<file path="src/rtl/mem_port_arbiter.sv">
`default_nettype none
// ============================================================================
// Module   : mem_port_arbiter
// Purpose  : Round-robin arbiter that multiplexes NUM_PORTS requesters
//            (I-fetch, LSU, AMO unit, debug) onto a single memory port using
//            the re/we/mask/read_resp handshake. A lock bit lets one requester
//            hold the port across a read-modify-write pair.
// Ports    : clk, arst_n (synchronous, active-low)
//            req_valid/req_we/req_lock [NUM_PORTS]      per-port request
//            req_addr/req_wdata/req_mask (flattened)    port i at [i*W +: W]
//            req_ready  [NUM_PORTS]  one-hot accept, same cycle as issue
//            resp_valid [NUM_PORTS]  one-hot response, resp_rdata on reads
//            mem_re/mem_we/mem_addr/mem_data_in/mem_mask   memory request
//            mem_data_out/mem_read_resp                    memory read return
// Revision : 1.0 - initial release
// ============================================================================
module mem_port_arbiter #(
    parameter int DATA_WIDTH = 32,
    parameter int ADDR_WIDTH = 32,
    parameter int NUM_PORTS  = 2,
    parameter int MASK_WIDTH = DATA_WIDTH / 8
) (
    input  logic                             clk,
    input  logic                             arst_n,
    input  logic [NUM_PORTS-1:0]             req_valid,
    input  logic [NUM_PORTS-1:0]             req_we,
    input  logic [NUM_PORTS-1:0]             req_lock,
    input  logic [NUM_PORTS*ADDR_WIDTH-1:0]  req_addr,
    input  logic [NUM_PORTS*DATA_WIDTH-1:0]  req_wdata,
    input  logic [NUM_PORTS*MASK_WIDTH-1:0]  req_mask,
    output logic [NUM_PORTS-1:0]             req_ready,
    output logic [NUM_PORTS-1:0]             resp_valid,
    output logic [DATA_WIDTH-1:0]            resp_rdata,
    output logic                             mem_re,
    output logic                             mem_we,
    output logic [ADDR_WIDTH-1:0]            mem_addr,
    output logic [DATA_WIDTH-1:0]            mem_data_in,
    output logic [MASK_WIDTH-1:0]            mem_mask,
    input  logic [DATA_WIDTH-1:0]            mem_data_out,
    input  logic                             mem_read_resp
);

    localparam int PTR_W = (NUM_PORTS > 1) ? $clog2(NUM_PORTS) : 1;

    localparam logic [PTR_W-1:0] c_last_port   = PTR_W'(NUM_PORTS - 1);

    localparam logic [1:0]       c_st_idle      = 2'd0;
    localparam logic [1:0]       c_st_read_wait = 2'd1;
    localparam logic [1:0]       c_st_write_ack = 2'd2;

    logic [1:0]       r_state;
    logic [PTR_W-1:0] r_rr_ptr;
    logic [PTR_W-1:0] r_owner;
    logic             r_lock;

    logic             w_gnt_vld;
    logic [PTR_W-1:0] w_gnt_idx;
    logic [PTR_W-1:0] w_scan;
    logic             w_rd_done;
    logic             w_wr_done;

    // Explicit wrap so non-power-of-two port counts never index past the end.
    function automatic logic [PTR_W-1:0] wrap_inc(input logic [PTR_W-1:0] p);
        wrap_inc = (p == c_last_port) ? '0 : p + 1'b1;
    endfunction

    // Grant selection. Outputs are forced quiet while reset is held so a
    // requester cannot be acknowledged by a transaction that will be dropped.
    always_comb begin
        w_gnt_vld = 1'b0;
        w_gnt_idx = '0;
        w_scan    = r_rr_ptr;
        if (arst_n && (r_state == c_st_idle)) begin
            if (r_lock) begin
                // Locked: only the owner may issue, everyone else stalls.
                w_gnt_vld = req_valid[r_owner];
                w_gnt_idx = r_owner;
            end else begin
                for (int k = 0; k < NUM_PORTS; k++) begin
                    if (!w_gnt_vld && req_valid[w_scan]) begin
                        w_gnt_vld = 1'b1;
                        w_gnt_idx = w_scan;
                    end
                    w_scan = wrap_inc(w_scan);
                end
            end
        end
    end

    assign w_rd_done = arst_n && (r_state == c_st_read_wait) && mem_read_resp;
    assign w_wr_done = arst_n && (r_state == c_st_write_ack);

    // Issue and response paths are combinational so the accept lands in the
    // grant cycle and read data is forwarded in the mem_read_resp cycle.
    always_comb begin
        req_ready   = '0;
        mem_re      = 1'b0;
        mem_we      = 1'b0;
        mem_addr    = '0;
        mem_data_in = '0;
        mem_mask    = '0;
        if (w_gnt_vld) begin
            req_ready[w_gnt_idx] = 1'b1;
            mem_re      = ~req_we[w_gnt_idx];
            mem_we      = req_we[w_gnt_idx];
            mem_addr    = req_addr[w_gnt_idx*ADDR_WIDTH +: ADDR_WIDTH];
            mem_data_in = req_wdata[w_gnt_idx*DATA_WIDTH +: DATA_WIDTH];
            mem_mask    = req_mask[w_gnt_idx*MASK_WIDTH +: MASK_WIDTH];
        end
    end

    always_comb begin
        resp_valid = '0;
        resp_rdata = '0;
        if (w_rd_done || w_wr_done) begin
            resp_valid[r_owner] = 1'b1;
        end
        if (w_rd_done) begin
            resp_rdata = mem_data_out;
        end
    end

    always_ff @(posedge clk) begin
        if (!arst_n) begin
            r_state  <= c_st_idle;
            r_rr_ptr <= '0;
            r_owner  <= '0;
            r_lock   <= 1'b0;
        end else begin
            case (r_state)
                c_st_idle: begin
                    if (w_gnt_vld) begin
                        r_owner  <= w_gnt_idx;
                        r_rr_ptr <= wrap_inc(w_gnt_idx);
                        // The owner's next unlocked request releases the lock.
                        r_lock   <= req_lock[w_gnt_idx];
                        r_state  <= req_we[w_gnt_idx] ? c_st_write_ack : c_st_read_wait;
                    end
                end
                c_st_read_wait: begin
                    if (mem_read_resp) begin
                        r_state <= c_st_idle;
                    end
                end
                c_st_write_ack: begin
                    r_state <= c_st_idle;
                end
                default: begin
                    r_state <= c_st_idle;
                end
            endcase
        end
    end

endmodule
`default_nettype wire
</file>
<file path="config.mk">
export PLATFORM = sky130hd
export DESIGN_NAME = mem_port_arbiter
export DESIGN_NICKNAME = d
export VERILOG_FILES = /design/src/rtl/mem_port_arbiter.sv
export SDC_FILE = /design/constraint.sdc
export NUM_CORES = 1
export LEC_CHECK = 0
export CORE_AREA = 8 8 105 107
export DETAILED_ROUTE_END_ITERATION = 16
export DIE_AREA = 0 0 113 115
export PLACE_DENSITY = 0.74
export SLEW_MARGIN = 0
export SYNTH_ARGS = -nofsm -noshare
export SYNTH_HDL_FRONTEND = slang
export SYNTH_SLANG_ARGS = --single-unit
</file>
<file path="constraint.sdc">
create_clock -name clk -period 2.7 [get_ports clk]
set_input_delay 0.81 -clock clk [delete_from_list [all_inputs] [get_ports clk]]
set_output_delay 0.81 -clock clk [all_outputs]
set_load 0.005 [all_outputs]
</file>
# Word level (Yosys, flattened, before mapping)
# Cells that the tools add are included.
# totals
elab_cells	70
register_bits	5
# classes
n_shift	3
addsub	2
reduce_logical	12
n_mux	38
n_lt_le_gt_ge	6
n_eq_ne	4
bitwise_logic	1
# ops
operator	count
$shiftx 64x7->32	2
$mux 32	3
$mux 1	26
$mux 2	5
$lt 1x2->1 const B	4
$shiftx 8x4->4	1
$logic_and 1x1->1	7
$mux 4	1
$ne 2x2->1 const B	2
$pmux 2 s2	1
$reduce_and 2->1	2
$add 1x1->1 const B	2
$demux 1 s1	2
$eq 2x1->1 const B	1
$eq 2x2->1 const B	1
$ge 1x1->1 const B	2
$logic_not 2->1	1
$logic_not 1->1	1
$logic_or 1x1->1	1
$not 1->1	1

# Logic depth before layout (Yosys ltp)
# logic_depth
ltp_word	15
ltp_mapped	6
mapped_depth_nobuf	4

# Worst setup path before layout
# OpenSTA, ideal clock, no wires.
# synth_timing
path_type	input to output
start	input port req_valid[0]
end	output port mem_addr[23]
setup_slack_ns	0.190
arrival_ns	1.700
n_path_buf	2
cell_stages	6
cell_sequence	nor2b_1 -> o21ai_0 -> and3_1 -> buf_2 -> buf_2 -> a22o_1
# synth_via
elab_chain_cells	12
elab_cells_between_ends	20
cone_classes	1 x shift; 17 x mux; 2 x reduce/logical
# synth_lines
item	line_no	text
start, declared	25	input logic [NUM_PORTS-1:0] req_valid,
$mux 1 (implied by the code) (2 in series)	80	if (!w_gnt_vld && req_valid[w_scan]) begin
$mux 1	80	
$mux 1	74	if (r_lock) begin
$mux 1	73	if (arst_n && (r_state == c_st_idle)) begin
$logic_not 1->1	80	
$logic_and 1x1->1	80	
$mux 1	80	
$mux 1	74	
$mux 1	73	
$shiftx 64x7->32	106	mem_addr = req_addr[w_gnt_idx*ADDR_WIDTH +: ADDR_WIDTH];
$mux 32 *	102	if (w_gnt_vld) begin
end, declared	36	output logic [ADDR_WIDTH-1:0] mem_addr,
# Every way passes the cells marked *; elsewhere a longest branch is shown, timed or not. The select of a mux whose other input is x is not followed.

# Worst setup path after layout
# layout_timing
start	input port arst_n
end	output port mem_addr[28]
# layout_via
elab_chain_cells	4
elab_cells_between_ends	5
cone_classes	1 x shift; 3 x mux; 1 x reduce/logical
# layout_lines
item	line_no	text
start, declared	24	input logic arst_n,
$logic_and 1x1->1 *	73	
$mux 1	73	
$shiftx 64x7->32	106	
$mux 32 *	102	
# Every way passes the cells marked *; elsewhere a longest branch is shown, timed or not.

==> out/results.md <==
| Result | This run |
|:---|:---|
| Outcome | complete, but fails checks |
| Failing checks | setup timing |
| Initial antenna violation count | 0 |
| Required time of the critical path | 1.89 ns |
| Setup repair after global routing missed its margin | true |
| Initial DRT Pass Iterations | 4 |
| Critical path capture point type | output pin |
| Area fraction in and, or, nand and nor cells after synthesis | 0.2621 |
| Main combinational cell family by area after synthesis | compound AO/OA/AOI/OAI gates |
| Xor and xnor area share after synthesis | 0 |
| Warning count from the yosys run | 0 |
| Sinks on Clock Net | 5 |
| Estimated wirelength of the detail-placed design | 9126 um |
| Crit Path Max Fanout | 8 |
| Maximum capacitance violations | 0 |
| Master cell of the clock root buffer | sky130_fd_sc_hd__clkbuf_8 |
| Via count of the first global-routing pass | 3143 |
| VDD IR max | 0.1773 mV |
| Remaining Overflow, GRT | 0 |
| Highest Clock Rate | 347.1 MHz |
| Remaining antenna violation count after routing | 0 |
| Overall fraction of global-route tracks in use | 0.1800 |
| Synthesis-to-finish area growth | 272.5% |
| Wire length of the first global-routing pass | 18220 um |
| DRC violations left | 0 |
| Wire length per cell | 20.77 um |
| Post-layout utilization of the core | 0.5075 |
| Starting DRT DRC Count | 131 |
| Tightest hold margin | 0.5829 ns |
| Class of the most critical hold timing path | reg -> reg |
| Die Width | 113 um |
| Pwr Density | 235.2 nW/um2 |
| Portion of the clock cycle consumed by the worst path in the final layout | 1.067 |
| CTS buffer count | 3 |
| Clock tree from TritonCTS | done |
| CTS Hold Buffers Added | 0 |
| Worst reg2reg setup slack | 1.01 ns |
| Initial standard-cell utilization of the core | 0.1362 |
| Proportion of netlist area held by the largest area contributor | 0.4621 |
| Hold Crit Start | r_rr_ptr |
| Post-synthesis instance area | 1289 um2 |
| Worst hold path stage count | 2 |
| Final number of max-transition violations | 0 |
| Crit Reg-Reg Startpoint | r_lock |
| Critical Path AT | 2.07 ns |
| DR vias | 2743 |
| Die extent in y | 115 um |
| Busiest layer in global routing | met2 |
| Post-route minimum period | 2.881 ns |
| Cell leakage power | 2.238 nW |
| Post-synthesis adder-cell area fraction | 0 |
| IO buf count | 282 |
| Count of different cell masters after synthesis | 26 |
| Clk pin slew, worst setup/hold paths | 0.03 ns |
| Post-Route WL | 12630 um |
| Number of cell instances on the worst register-to-register path | 8 |
| Post-synthesis average cell area | 8.055 um2 |
| Global routing met3 resource utilization | 0.05410 |
| Proportion of layout cells with a drive suffix above 1 | 0.3543 |
| Reg2reg end | r_owner |
| #FFs+latches synth | 5 |
| Total Neg Setup Slack | -7.128 ns |
| Least setup slack across all paths after layout | -0.1812 ns |
| Total inserted antenna cells | 0 |
| Number of cells produced by synthesis | 160 |
| Fraction of the yosys area taken by sequential cells | 0.07767 |
| Max Root-Sink Buffers | 2 |
| Number of hold violations in the final report | 0 |
| Worst hold endpoint | r_rr_ptr |
| Count of boundary I/O pins | 283 |
| Die area | 13000 um2 |
| Clock H-tree levels | 1 |
| Setup slack at placement | -0.9721 ns |
| Insertion delay to the later sink of the worst-skew pair | 0.21 ns |
| Final-layout fill cell count | 881 |
| Largest net degree at the start of global routing | 13 |
| Global Route met2 Usage | 0.3496 |
| Share of the synthesized area in compound gates (AO/OA/AOI/OAI) | 0.5350 |
| Top area cells in the synthesized netlist | sky130_fd_sc_hd__a22o_1 (46%), sky130_fd_sc_hd__and2_1 (16%), sky130_fd_sc_hd__dfxtp_1 (7.8%) |
| Area of the core | 9459 um2 |
| Mux contribution to synthesized area | 0.01553 |
| Final net count | 672 |
| Max-slew headroom at the worst pin | 0.8284 |
| Startpoint types | primary input |
| Measured slew at the worst slew-check pin | 0.2502 ns |
| Synthesized Nets | 337 |
| Post-Route Skew | 0.001224 ns |
| Vias/cell | 4.512 |
| Final estimated routing congestion in global placement | 0.9517 |
| Category of the most critical setup path | in -> out |
| Final setup fails | 73 |
| Row Count | 36 |
| Met1 layer usage reported by global route | 0.1877 |
| Yosys top cell by area | sky130_fd_sc_hd__a22o_1 |
[critical path, cell delays in order]
cell and delay [ns]:
sky130_fd_sc_hd__buf_6 0.09, sky130_fd_sc_hd__nor3b_4 0.14, sky130_fd_sc_hd__buf_4 0.14, sky130_fd_sc_hd__and3_4 0.19
sky130_fd_sc_hd__buf_12 0.14, sky130_fd_sc_hd__buf_16 0.14, sky130_fd_sc_hd__buf_8 0.12, sky130_fd_sc_hd__a22o_1 0.17
sky130_fd_sc_hd__buf_2 0.12
[power breakdown]
part / internal, W / switching, W / total [W]
Clock: 0.000101 / 0.0000328 / 0.000134
Sequential: 0.0000831 / 0.0000118 / 0.0000950
Combinational: 0.000606 / 0.000294 / 0.000900
[cells by family (layout without fill, tap and decap cells)]
logic type | count (synthesis) | in the layout
buf+inv | 20 | 354
mux | 2 | 2
compound gates | 80 | 80
flops | 5 | 5
simple gates | 53 | 53
[layout make-up]
cell class	instances	area, um2	area share
multi-input combinational	135	1104	0.2299
tap	114	142.6	0.02971
clock buffer	4	45.04	0.009382
sequential	5	100.1	0.02085
inverter	1	3.754	0.0007819
timing repair buffer	349	3406	0.7094
[layout by cell type, fill, tap and decap left out, types with 2 or more instances in the layout]
cell / count
sky130_fd_sc_hd__buf_6: 23
sky130_fd_sc_hd__clkdlybuf4s50_1: 172
sky130_fd_sc_hd__buf_12: 12
sky130_fd_sc_hd__buf_4: 22
sky130_fd_sc_hd__clkdlybuf4s15_1: 18
sky130_fd_sc_hd__o21ai_0: 2
sky130_fd_sc_hd__and3_1: 2
sky130_fd_sc_hd__and3_4: 2
sky130_fd_sc_hd__clkbuf_8: 3
sky130_fd_sc_hd__buf_8: 5
sky130_fd_sc_hd__a22o_1: 68
sky130_fd_sc_hd__buf_16: 11
sky130_fd_sc_hd__and2_1: 30
sky130_fd_sc_hd__nand2_1: 3
sky130_fd_sc_hd__dfxtp_1: 5
sky130_fd_sc_hd__buf_2: 81
sky130_fd_sc_hd__mux2i_1: 2
sky130_fd_sc_hd__dlygate4sd2_1: 3
sky130_fd_sc_hd__nor3b_2: 2
sky130_fd_sc_hd__nand3_1: 2
sky130_fd_sc_hd__and2_4: 2
sky130_fd_sc_hd__nor2_1: 4
[metal layers]
layer  part of all wire  wire length [um]
met5                  0                 0
met3              0.083              1043
met1               0.37              4689
met4              0.012               151
met2               0.53              6747
[synthesized netlist by cell type (all sizes together)]
library cell  count
a22o             68
and2             32
buf              16
dfxtp             5
o21ai             5
and3              4
nor2              4
clkbuf            3
nand2             3
nor3b             3
a21boi            2
mux2i             2
nand3             2
nor2b             2
a211oi            1
a31o              1
a31oi             1
and3b             1
inv               1
nand2b            1
o2111a            1
o21a              1
or3b              1
[stage by stage]
step	total power, W	std cells	instance area [um2]
3_5_place_dp	0.0008593	553	4302
2_1_floorplan	0.0003220	160	1289
5_1_grt	0.001200	608	4801
3_3_place_gp	0.0008504	553	4302
4_1_cts	0.001186	609	4923
6_report	0.001129	608	4801
[worst max path at each step]
stage | cells after the start | end | start
after floorplan | 6 | mem_addr[23] | req_valid[0]
after global placement | 6 | mem_data_in[20] | arst_n
after detailed placement | 6 | mem_data_in[20] | arst_n
after CTS | 10 | mem_data_in[20] | arst_n
after global routing | 9 | mem_data_in[20] | arst_n
final | 9 | mem_addr[28] | arst_n
[flip-flops by register name, summed over array words and instances (netlist names)]
name and cells:
r_state 2, r_owner 1, r_lock 1, r_rr_ptr 1
[repair_timing]
action                     in CTS  in global routing
pin swaps                      40                 20
resized for setup             446                 15
setup endpoints to repair     106                 92
cloned                         18                  1
buffers inserted               35                  9
(Power assumes the default switching activity.)
